==> config.mk <==
export PLATFORM = sky130hd
export DESIGN_NAME = scan_crypto_sequencer
export DESIGN_NICKNAME = d
export VERILOG_FILES = /design/src/rtl/scan_crypto_sequencer.sv
export SDC_FILE = /design/constraint.sdc
export NUM_CORES = 1
export LEC_CHECK = 0
export ABC_AREA = 1
export CORE_MARGIN = 2
export CORE_UTILIZATION = 54
export CTS_CLUSTER_DIAMETER = 100
export CTS_CLUSTER_SIZE = 10
export DETAILED_ROUTE_END_ITERATION = 7
export PLACE_DENSITY = 0.83
export SYNTH_ARGS = -nofsm -noshare
export SYNTH_HDL_FRONTEND = slang
export SYNTH_SLANG_ARGS = --single-unit
==> constraint.sdc <==
create_clock -name tck -period 3.33 [get_ports tck]
set_input_delay 0.666 -clock tck [delete_from_list [all_inputs] [get_ports tck]]
set_output_delay 0.666 -clock tck [all_outputs]
set_load 0.02 [all_outputs]
==> src/rtl/scan_crypto_sequencer.sv <==
// Sequencer for one secure scan session: key expansion, SIPO load, decrypt wait, TDR shift/update/capture, flush.
// Optional SEQ_CYCLE_CNT_EN adds the cyc_cnt busy-cycle counter output.
module scan_crypto_sequencer #(
    parameter int unsigned BLOCK_BITS     = 128,
    parameter int unsigned CHAIN_LEN      = 128,
    parameter int unsigned KEY_EXP_CYCLES = 11,
    parameter int unsigned DEC_LATENCY    = 23,
    parameter int unsigned BLK_W          = 8
) (
    input  logic             tck,
    input  logic             reset_n,
    input  logic             go,
    input  logic             rekey,
    input  logic [BLK_W-1:0] num_blocks,
    input  logic             abort,
    output logic             ka_rst_n,
    output logic             ka_start,
    output logic             crypto_en,
    output logic             sipo_load,
    output logic             shift_en,
    output logic             update_en,
    output logic             capture_en,
    output logic             busy,
    output logic             done,
    output logic             key_valid,
    output logic [BLK_W-1:0] blk_cnt,
`ifdef SEQ_CYCLE_CNT_EN
    output logic [31:0]      cyc_cnt,
`endif
    output logic [2:0]       state
);

    localparam int unsigned MAX_AB  = (BLOCK_BITS > CHAIN_LEN) ? BLOCK_BITS : CHAIN_LEN;
    localparam int unsigned MAX_CD  = (DEC_LATENCY > KEY_EXP_CYCLES) ? DEC_LATENCY : KEY_EXP_CYCLES;
    localparam int unsigned MAX_LEN = (MAX_AB > MAX_CD) ? MAX_AB : MAX_CD;
    localparam int unsigned CNT_W   = (MAX_LEN > 1) ? $clog2(MAX_LEN) : 1;
    localparam int unsigned CMP_W   = BLK_W + 1;

    typedef enum logic [2:0] {
        S_IDLE  = 3'd0,
        S_KEY   = 3'd1,
        S_LOAD  = 3'd2,
        S_DWAIT = 3'd3,
        S_SHIFT = 3'd4,
        S_UPD   = 3'd5,
        S_CAP   = 3'd6,
        S_FLUSH = 3'd7
    } state_t;

    state_t             state_q, state_d;
    logic [CNT_W-1:0]   cnt_q, cnt_d;
    logic [BLK_W-1:0]   nb_q, nb_d;
    logic [BLK_W-1:0]   blk_d;
    logic               kv_d, ka_rst_d, done_d;
    logic               phase_last;

    // Final phase-counter value for each state; single-cycle states end at 0.
    function automatic logic [CNT_W-1:0] last_of(input state_t s);
        case (s)
            S_KEY:   last_of = CNT_W'(KEY_EXP_CYCLES - 1);
            S_LOAD:  last_of = CNT_W'(BLOCK_BITS - 1);
            S_DWAIT: last_of = CNT_W'(DEC_LATENCY - 1);
            S_SHIFT: last_of = CNT_W'(CHAIN_LEN - 1);
            S_FLUSH: last_of = CNT_W'(CHAIN_LEN - 1);
            default: last_of = '0;
        endcase
    endfunction

    assign phase_last = (cnt_q == last_of(state_q));

    // Next state, phase counter and session bookkeeping.
    always_comb begin
        state_d  = state_q;
        nb_d     = nb_q;
        blk_d    = blk_cnt;
        kv_d     = key_valid;
        ka_rst_d = ka_rst_n;
        done_d   = 1'b0;
        cnt_d    = '0;

        case (state_q)
            S_IDLE: begin
                if (go) begin
                    nb_d  = num_blocks;
                    blk_d = '0;
                    if (rekey || !key_valid) begin
                        state_d = S_KEY;
                    end else if (num_blocks == '0) begin
                        done_d = 1'b1;
                    end else begin
                        state_d = S_LOAD;
                    end
                end
            end
            S_KEY: begin
                if (phase_last) begin
                    kv_d    = 1'b1;
                    state_d = (nb_q == '0) ? S_IDLE : S_LOAD;
                end
            end
            S_LOAD:  if (phase_last) state_d = S_DWAIT;
            S_DWAIT: if (phase_last) state_d = S_SHIFT;
            S_SHIFT: if (phase_last) state_d = S_UPD;
            S_UPD:   state_d = S_CAP;
            S_CAP: begin
                blk_d = blk_cnt + BLK_W'(1);
                if ((CMP_W'(blk_cnt) + CMP_W'(1)) < CMP_W'(nb_q)) begin
                    state_d = S_LOAD;
                end else begin
                    state_d = S_FLUSH;
                end
            end
            S_FLUSH: if (phase_last) state_d = S_IDLE;
        endcase

        if (state_q != S_IDLE && abort) begin
            state_d  = S_IDLE;
            ka_rst_d = 1'b0;
            blk_d    = blk_cnt;
            if (state_q == S_KEY) begin
                kv_d = 1'b0;
            end
        end

        if (state_d == S_KEY) begin
            ka_rst_d = 1'b1;
        end

        if (state_d != S_IDLE && state_d == state_q) begin
            cnt_d = cnt_q + CNT_W'(1);
        end

        // done is registered, so it is raised for the cycle that will be the session's last.
        if ((state_d == S_FLUSH && cnt_d == last_of(S_FLUSH)) ||
            (state_d == S_KEY && cnt_d == last_of(S_KEY) && nb_d == '0)) begin
            done_d = 1'b1;
        end
    end

    always_ff @(posedge tck or negedge reset_n) begin
        if (!reset_n) begin
            state_q    <= S_IDLE;
            cnt_q      <= '0;
            nb_q       <= '0;
            blk_cnt    <= '0;
            key_valid  <= 1'b0;
            ka_rst_n   <= 1'b0;
            ka_start   <= 1'b0;
            crypto_en  <= 1'b0;
            sipo_load  <= 1'b0;
            shift_en   <= 1'b0;
            update_en  <= 1'b0;
            capture_en <= 1'b0;
            busy       <= 1'b0;
            done       <= 1'b0;
        end else begin
            state_q    <= state_d;
            cnt_q      <= cnt_d;
            nb_q       <= nb_d;
            blk_cnt    <= blk_d;
            key_valid  <= kv_d;
            ka_rst_n   <= ka_rst_d;
            ka_start   <= (state_d == S_KEY);
            crypto_en  <= (state_d != S_IDLE);
            sipo_load  <= (state_d == S_LOAD);
            shift_en   <= (state_d == S_SHIFT) || (state_d == S_FLUSH);
            update_en  <= (state_d == S_UPD);
            capture_en <= (state_d == S_CAP);
            busy       <= (state_d != S_IDLE);
            done       <= done_d;
        end
    end

    assign state = state_q;

`ifdef SEQ_CYCLE_CNT_EN
    // Busy-cycle counter, restarted when a session is accepted.
    always_ff @(posedge tck or negedge reset_n) begin
        if (!reset_n) begin
            cyc_cnt <= '0;
        end else if (state_q == S_IDLE && go) begin
            cyc_cnt <= '0;
        end else if (busy) begin
            cyc_cnt <= cyc_cnt + 32'd1;
        end
    end
`endif

endmodule

==> results.py <==
metrics = {
    "synthesis": {
        "ys_warn_count": 0,
        "synth_cells": 301,
        "synth_top_cell_by_area": "dfrtp_1",
        "ys.flop_type": "dfrtp_1",
        "ys_async_sr_fraction": 1.00,
        "synthTopCellsByCount": "nand2_1 (73), inv_1 (47), dfrtp_1 (35)",
        "synth.net_count": 323,
        "ys_top_cells_by_area": "dfrtp_1 (39%), nand2_1 (12%), inv_1 (7.9%)",
        "synth_cell_types": 28,
        "avgSynthCellArea_um2": 7.43,
        "ys_seq_area_frac": 0.392,
        "netlist_area_mm2": 0.00224,
        "ys_ff_latch": 35,
        "synth_top_area_share": 0.392,
        "synthMostInstantiatedCell": "nand2_1",
        "synth_edf_count": 0,
    },
    "worst_setup_path": {
        "path_class": "reg -> reg",
        "start_kind": "flip-flop",
        "cp-end-kind": "flip-flop",
        "cp.arrival_ps": 3290,
        "crit_required_ps": 3520,
        "cp_max_fo": 6,
    },
    "clock_network": {
        "numCtsBuffers": 5,
        "clk_latency_ps": 300,
        "htreeDepth": 2,
        "clkSinkCount": 35,
        "ctsHoldBuffers": 0,
        "clockBufferDepth": 2,
        "clkTransAtPathRegs_ps": 70,
        "clockRootBuffer": "clkbuf_8",
        "tritoncts": "yes",
    },
    "detailed_routing": {
        "drc_errors": 0,
        "vias": 2074,
        "via_per_inst": 5.30,
        "wl_per_cell_um": 13.7,
        "first_pass_iters": 4,
        "drtAntennaViolNets": 0,
        "wl_um": 5350,
        "drt_iter0_drc": 118,
    },
    "layout": {
        "post-route-util": 0.696,
        "drive_gt1_frac": 0.144,
        "area_delta_synth_final_pct": 24.5,
        "fillerInstances": 308,
        "nets": 362,
        "antenna_cells": 0,
    },
    "timing": {
        "fmax_ghz": 0.323,
        "skew_ps": 8.15,
        "worstMarginPinSlew_ps": 448,
        "min_period_ps": 3100,
        "worst_hold_slack_ps": 489,
        "final-setup-viol-count": 0,
        "setup_slack_ps": 230,
        "layout_worst_path_cycle_share": 0.931,
        "report.final.slew_viol_count": 0,
        "relSlewSlack": 0.701,
        "hold_viol_final": 0,
    },
    "grt": {
        "grt_pass1_vias": 1853,
        "track_usage": 0.246,
        "grt_pass1_wl_um": 8410,
        "antenna_found_initial": 0,
        "grt-ovfl-total": 0,
        "grt_max_degree": 36,
    },
    "power_and_ir_drop": {
        "leakage_nw": 1.47,
        "total_power_mw": 2.32,
        "powerDensity_mw_per_mm2": 834,
        "max-vdd-ir-drop_v": 0.000767,
    },
    "floorplanning": {
        "rows": 23,
        "boundaryPins": 34,
        "core_mm2": 0.00400,
        "die_w_um": 68.3,
        "die_area_mm2": 0.00467,
        "die_h_um": 68.3,
        "start_util": 0.559,
    },
    "flow_run": {
        "cap_violations": 0,
    },
    "run_status": {
        "status": "finished clean",
    },
    "placement": {
        "place.gp.congestion": 0.886,
        "place_ws_ps": 261,
        "hpwlAfterDp_um": 3740,
        "port_buffers": 33,
    },
    "worst_hold_path": {
        "hp-class": "reg -> reg",
    },
}
==> per-layer routing <==
layer | vias to the layer above | wire length [um] | global-route usage
met5 | - | 0 | 0
met2 | 102 | 2520 | 0.403
met3 | 17 | 427 | 0.0576
met4 | 0 | 143 | 0.0875
li1 | 1024 | - | -
met1 | 931 | 2260 | 0.318
==> cell type report <==
class	count	area, um2	share of cell area
Multi-Input combinational cell	209	1170	0.420
Sequential cell	35	876	0.315
Timing Repair Buffer	37	360	0.129
Inverter	52	195	0.0701
Clock buffer	6	82.6	0.0297
Tap cell	50	62.6	0.0225
Clock inverter	2	38.8	0.0139
==> final timing paths <==
| path | start | end | slack [ps] | depth (start not counted) |
|---|---|---|---|---|
| worst max register to register | blk_cnt[1]$_DFFE_PN0P_ | done$_DFF_PN0_ | 230 | 24 |
| worst min register to register | cnt_q[0]$_DFF_PN0_ | cnt_q[0]$_DFF_PN0_ | 490 | 1 |
| min in group asynchronous | reset_n | blk_cnt[6]$_DFFE_PN0P_ | 770 | 2 |
| max in group asynchronous | reset_n | cnt_q[3]$_DFF_PN0_ | 2240 | 2 |
| worst min-delay path | cnt_q[0]$_DFF_PN0_ | cnt_q[0]$_DFF_PN0_ | 490 | 1 |
| worst max-delay path | blk_cnt[1]$_DFFE_PN0P_ | done$_DFF_PN0_ | 230 | 24 |
==> stage by stage <==
step,cells,setup TNS [ps],instance area (um2)
2_1_floorplan,301,0,2240
3_3_place_gp,380,0,2600
3_5_place_dp,380,0,2600
4_1_cts,388,0,2730
5_1_grt,391,-122,2780
6_report,391,0,2780
==> flip-flops by register name, summed over array words and instances, names as in the netlist, named ones only <==
signal and count:
update_en 1, blk_cnt 8, state 3, ka_rst_n 1, busy 1, nb_q 8
shift_en 1, capture_en 1, sipo_load 1, ka_start 1, done 1, cnt_q 7
==> power breakdown <==
part	internal (mW)	switching, mW
registers	0.536	0.108
logic	0.441	0.826
clock network	0.246	0.165
total	1.22	1.10
==> cell usage in the layout, fill, tap and decap left out, drive strengths merged, types with 2 or more instances in the layout <==
cell type / Yosys / final
nand3b: 2 / 2
nand3: 25 / 25
nand4: 4 / 4
ha: 9 / 9
inv: 52 / 53
xor2: 10 / 10
nand2: 84 / 84
a21oi: 12 / 12
o21ai: 10 / 10
nor3: 5 / 5
buf: 5 / 4
nor2: 37 / 37
o22ai: 2 / 2
clkdlybuf4s50: 0 / 33
dfrtp: 35 / 35
nor4: 5 / 5
clkbuf: 0 / 6
==> worst max-delay path, stage by stage (launching register included) <==
cell      delay [ps]
dfrtp_1          400
ha_2             210
nand2_1           90
nor2_4           160
nand3_2           90
xor2_1           190
inv_1             60
ha_1             290
nand2_1           50
nand3b_1         160
nand3b_1         160
nand2_1           70
nand2_1           90
nand3_2          120
nand2_2          110
nand2_2          100
nand2_2           80
nor2_4           130
nand3_2          100
nand2_1           80
inv_1             40
nand2_1           60
nand2_1           50
nand2_1           60
nand2_1           40
==> repair_timing <==
item	CTS	global route
setup buffers	0	3
endpoints found under the setup margin	0	1
gates resized for setup	0	10
==> cell families after synthesis <==
logic type	after synthesis	synth area share
AND/OR/NAND/NOR	162	0.344
buffers and inverters	57	0.102
flip-flops	35	0.392
AO/OA/AOI/OAI	27	0.0688
XOR/XNOR	10	0.0392
adder cells (fa/ha/maj)	9	0.0504
multiplexers	1	0.00448
(Power assumes the default switching activity.)
